[config.mk]
export PLATFORM = sky130hd
export DESIGN_NAME = matrix_mult_seq
export DESIGN_NICKNAME = d
export VERILOG_FILES = /design/src/rtl/matrix_mult_seq.sv
export SDC_FILE = /design/constraint.sdc
export NUM_CORES = 1
export LEC_CHECK = 0
export BUFFER_PORTS_ARGS = -buffer_cell sky130_fd_sc_hd__buf_2
export CAP_MARGIN = 0
export CORE_UTILIZATION = 45
export DETAILED_ROUTE_END_ITERATION = 8
export GPL_TIMING_DRIVEN = 0
export PLACE_DENSITY = 0.61
export SLEW_MARGIN = 30
export SYNTH_ARGS = -nofsm -noshare
export SYNTH_HDL_FRONTEND = slang
export SYNTH_SLANG_ARGS = --single-unit
export TNS_END_PERCENT = 5
[constraint.sdc]
create_clock -name clk -period 6.79 [get_ports clk]
set_input_delay 0.679 -clock clk [delete_from_list [all_inputs] [get_ports clk]]
set_output_delay 0.679 -clock clk [all_outputs]
set_load 0.05 [all_outputs]
[src/rtl/matrix_mult_seq.sv]
// matrix_mult_seq: sequential NxN matrix multiplier C = A*B with one shared MAC.
// Define MATRIX_MULT_SIGNED_EN for two's-complement operands and results.
module matrix_mult_seq #(
    parameter int N = 3,
    parameter int DATA_W = 8,
    localparam int ACC_W = 2 * DATA_W + $clog2(N)
) (
    input  logic              clk,
    input  logic              reset,
    input  logic              in_valid,
    output logic              in_ready,
    input  logic [DATA_W-1:0] in_data,
    output logic              out_valid,
    input  logic              out_ready,
    output logic [ACC_W-1:0]  out_data,
    output logic              out_last,
    output logic              done,
    output logic              busy
);

    localparam int NN = N * N;
    localparam int IW = $clog2(N);
    localparam int AW = $clog2(NN);
    localparam int BW = $clog2(2 * NN);
    localparam int PW = 2 * DATA_W;
    localparam logic [IW-1:0] LAST_IDX  = IW'(N - 1);
    localparam logic [BW-1:0] LAST_BEAT = BW'(2 * NN - 1);
    localparam logic [BW-1:0] B_BASE    = BW'(NN);

    typedef enum logic [1:0] {
        S_LOAD,
        S_MAC,
        S_OUT
    } state_t;

    state_t state, state_nx;

    logic [BW-1:0]     beat;
    logic [IW-1:0]     i_idx, j_idx, k_idx;
    logic [ACC_W-1:0]  acc, sum, prod_ext;
    logic [PW-1:0]     prod;
    logic [DATA_W-1:0] mem_a [NN];
    logic [DATA_W-1:0] mem_b [NN];
    logic [DATA_W-1:0] op_a, op_b;
    logic [AW-1:0]     a_idx, b_idx, wr_idx;
    logic              beat_acc, out_hs, last_elem;

    assign in_ready  = (state == S_LOAD);
    assign out_valid = (state == S_OUT);
    assign busy      = (state != S_LOAD);
    assign last_elem = (i_idx == LAST_IDX) && (j_idx == LAST_IDX);
    assign out_last  = out_valid & last_elem;
    assign beat_acc  = in_valid & in_ready;
    assign out_hs    = out_valid & out_ready;

    assign wr_idx = (beat < B_BASE) ? AW'(beat) : AW'(beat - B_BASE);
    assign a_idx  = AW'(i_idx) * AW'(N) + AW'(k_idx);
    assign b_idx  = AW'(k_idx) * AW'(N) + AW'(j_idx);
    assign op_a   = mem_a[a_idx];
    assign op_b   = mem_b[b_idx];

`ifdef MATRIX_MULT_SIGNED_EN
    assign prod = {{DATA_W{op_a[DATA_W-1]}}, op_a}
                * {{DATA_W{op_b[DATA_W-1]}}, op_b};
    assign prod_ext = {{(ACC_W - PW){prod[PW-1]}}, prod};
`else
    assign prod = {{DATA_W{1'b0}}, op_a} * {{DATA_W{1'b0}}, op_b};
    assign prod_ext = {{(ACC_W - PW){1'b0}}, prod};
`endif

    assign sum = acc + prod_ext;

    // Operand storage: A beats first, then B, both row-major; never reset.
    always_ff @(posedge clk) begin
        if (beat_acc) begin
            if (beat < B_BASE) begin
                mem_a[wr_idx] <= in_data;
            end else begin
                mem_b[wr_idx] <= in_data;
            end
        end
    end

    // State register.
    always_ff @(posedge clk or posedge reset) begin
        if (reset) begin
            state <= S_LOAD;
        end else begin
            state <= state_nx;
        end
    end

    // Next-state: load all beats, N MAC cycles per element, hold until accepted.
    always_comb begin
        state_nx = state;
        unique case (state)
            S_LOAD: begin
                if (beat_acc && (beat == LAST_BEAT)) begin
                    state_nx = S_MAC;
                end
            end
            S_MAC: begin
                if (k_idx == LAST_IDX) begin
                    state_nx = S_OUT;
                end
            end
            S_OUT: begin
                if (out_hs) begin
                    state_nx = last_elem ? S_LOAD : S_MAC;
                end
            end
            default: state_nx = S_LOAD;
        endcase
    end

    // Counters, accumulator, held result and done pulse.
    always_ff @(posedge clk or posedge reset) begin
        if (reset) begin
            beat     <= '0;
            i_idx    <= '0;
            j_idx    <= '0;
            k_idx    <= '0;
            acc      <= '0;
            out_data <= '0;
            done     <= 1'b0;
        end else begin
            done <= 1'b0;
            unique case (state)
                S_LOAD: begin
                    if (beat_acc) begin
                        if (beat == LAST_BEAT) begin
                            beat  <= '0;
                            i_idx <= '0;
                            j_idx <= '0;
                            k_idx <= '0;
                            acc   <= '0;
                        end else begin
                            beat <= beat + BW'(1);
                        end
                    end
                end
                S_MAC: begin
                    if (k_idx == LAST_IDX) begin
                        out_data <= sum;
                        acc      <= '0;
                        k_idx    <= '0;
                    end else begin
                        acc   <= sum;
                        k_idx <= k_idx + IW'(1);
                    end
                end
                S_OUT: begin
                    if (out_hs) begin
                        if (last_elem) begin
                            i_idx <= '0;
                            j_idx <= '0;
                            done  <= 1'b1;
                        end else if (j_idx == LAST_IDX) begin
                            j_idx <= '0;
                            i_idx <= i_idx + IW'(1);
                        end else begin
                            j_idx <= j_idx + IW'(1);
                        end
                    end
                end
                default: ;
            endcase
        end
    end

endmodule
==> flow_summary.toml <==
[outcome]
outcome = "finished, final reports clean"

[sta]
tns_ns = 0
max_freq_mhz = 151
fin_skew_ns = 0.0154
finalSetupViolations = 0
min_period_over_period_pct = 97.5
worstMarginPinSlew_ns = 0.894
max-slew-margin-rel_pct = 40.2
final_hold_viol_count = 0
layout_setup_ws_ns = 0.170
drv_slew = 0
finalCriticalPeriod_ns = 6.62

[setup_path]
r2r_cells = 24
crit_required_ns = 7.12
path_class = "reg -> reg"
cp_max_fo = 8
cp_slowest_cell = "fa_2"
critPathBufInv = 7
crit_top_cell = "fa_1"
worst-endpoint-arrival_ns = 6.95
crit_cells = 24
start_kind = "flip-flop"
cp_top_family = "adder cells"
crit_path_max_incr_delay_ns = 0.62
ff2ff_setup_slack_ns = 0.17
end_kind = "flip-flop"
cp_cell_sequence = "inv_2, fa_1, inv_1, ha_1, inv_2, fa_2, buf_12, mux2i_4, a21oi_4, inv_2, nor2_1, fa_2, fa_1, fa_1, inv_1, fa_1, inv_1, ha_4, and3_4, o211a_1, nand2_1, a221o_2, xnor3_1, mux2_2"

[clocking]
clkSinkCount = 194
cts_tree = "built"
h-tree-depth = 4
clk_latency_ns = 0.44
cts-root-buf = "clkbuf_16"
clockBufferDepth = 2
clk_pin_slew_ns = 0.08
ctsHoldBuffers = 0
cts_buffers = 17

[floorplanning]
dieArea_mm2 = 0.0248
die_y_um = 158
rows = 56
die_x_um = 158
io_pins = 35
core_mm2 = 0.0236
start_util_pct = 46.1

[logic_synthesis]
ys_ff_latch = 194
synth.most_common_cell = "edfxtp_1"
syn_inst = 863
synth_edf_count = 144
avgSynthCellArea_um2 = 12.6
synth_seq_area_share_pct = 51.2
synth_warnings = 0
synth.cell_area_mm2 = 0.0109
ys.flop_type = "edfxtp_1"
synth_cell_types = 66
syn-num-nets = 980
synthArstFlopShare_pct = 25.8
yosys.area.top_type_share_pct = 39.7
synth_common_cells = "edfxtp_1 (144), inv_1 (115), nand2_1 (71), nor2_1 (71), fa_1 (54)"
synth_area_leaders = "edfxtp_1 (40%), dfrtp_1 (11%), fa_1 (9.9%)"
yosysTopAreaCell = "edfxtp_1"

[global_routing]
grt_overflow_total = 0
antenna_found_initial = 0
grt_pass1_wl_um = 35600
grt_pass1_vias = 6497
grt.total_usage_pct = 19.3
grt_max_degree = 47

[route]
vias_per_cell = 5.17
drt_iter0_markers = 397
dr.pass1.iters = 7
vias = 6560
wire_per_inst_um = 17.8
wl_um = 22600
antenna_left = 0
drc = 0

[final_layout]
design_area_mm2 = 0.0127
diodes = 0
areaGrowthSynthToFinish_pct = 16.6
n_fill_cell = 1956
nets = 1054
drive_above_1_share_pct = 22.9
fin_util_pct = 53.8

[placement]
hpwl_um = 16200
pre_cts_ws_ns = -0.766
place_congestion = 0.840
placed_cell_area_mm2 = 0.0115
numPortBuffers = 34

[worst_hold_path]
hold_class = "in -> async"

[flow_run]
drv_cap = 0
sequential cells by signal, summed over array words and instances (netlist names):
name,flops
k_idx,2
done,1
mem_b,72
i_idx,2
state,2
j_idx,2
out_data,18
acc,18
mem_a,72
beat,5
layout make-up:
| type | count | area (µm²) | area share, % |
|---|---|---|---|
| plain buffers | 31 | 179 | 1.41 |
| clock buffers | 17 | 425 | 3.35 |
| clock inverters | 15 | 218 | 1.71 |
| inverters | 115 | 434 | 3.42 |
| multi-input cells | 519 | 5060 | 39.8 |
| flip-flops and latches | 194 | 5580 | 43.9 |
| well taps | 319 | 399 | 3.14 |
| repair buffers | 59 | 404 | 3.18 |
per-stage QoR:
step	hold slack, ns	std cells
6_report	0.104	1269
5_1_grt	0.101	1269
4_1_cts	0.0943	1249
3_5_place_dp	0.458	1219
3_3_place_gp	0.454	1216
2_1_floorplan	0.473	863
logic make-up after synthesis:
| kind of cell | Yosys count | share of synthesized area, % |
|---|---|---|
| xor+xnor | 11 | 1.01 |
| simple gates | 231 | 10.2 |
| flops | 194 | 51.2 |
| compound gates | 115 | 7.33 |
| fa+ha+maj | 105 | 15.8 |
| mux | 57 | 8.99 |
| buf+inv | 150 | 5.53 |
cells in the final DEF, fill, tap and decap left out, drive strengths merged, types with 3 or more instances in the layout:
cell	count
nand2b	19
a211o	4
nand3b	3
a31oi	5
xor2	3
mux2	7
xnor2	7
nor3	9
mux2i	18
nand4	5
a22o	17
edfxtp	144
and2	4
nor2b	12
nand2	72
nand3	10
o31ai	3
a21oi	31
inv	124
clkinv	5
buf	73
nor3b	4
mux4	32
and3	4
o211ai	3
fa	54
or2	5
dfrtp	50
a21o	11
o21ai	26
clkbuf	34
ha	51
nor2	71
worst paths after layout:
| check | start | to |
|---|---|---|
| max | k_idx[1]$_DFFE_PP0P_ | out_data[17]$_DFFE_PP0P_ |
| min | reset | beat[2]$_DFFE_PP0P_ |
| max reg2reg | k_idx[1]$_DFFE_PP0P_ | out_data[17]$_DFFE_PP0P_ |
| min reg2reg | out_data[0]$_DFFE_PP0P_ | out_data[0]$_DFFE_PP0P_ |
| max in group asynchronous | reset | acc[5]$_DFFE_PP0P_ |
| min in group clk | out_data[0]$_DFFE_PP0P_ | out_data[0]$_DFFE_PP0P_ |
per-layer routing:
layer / track usage, % / up-vias / routed length, µm
met4: 4.90 / 0 / 238
li1: - / 3157 / -
met3: 3.26 / 17 / 757
met2: 33.0 / 112 / 11400
met1: 25.5 / 3274 / 10200
met5: 0 / - / 0
timing repair:
| action | 4_1_cts | 5_1_grt |
|---|---|---|
| gates resized for setup | 27 | 51 |
| cloned | 0 | 0 |
| buffers inserted | 2 | 20 |
| setup endpoints to repair | 21 | 14 |
| pin swaps | 3 | 16 |
Power is left out: the tool's default activity adds up to more than one toggle a clock period on the data nets, which glitch-free logic cannot reach.
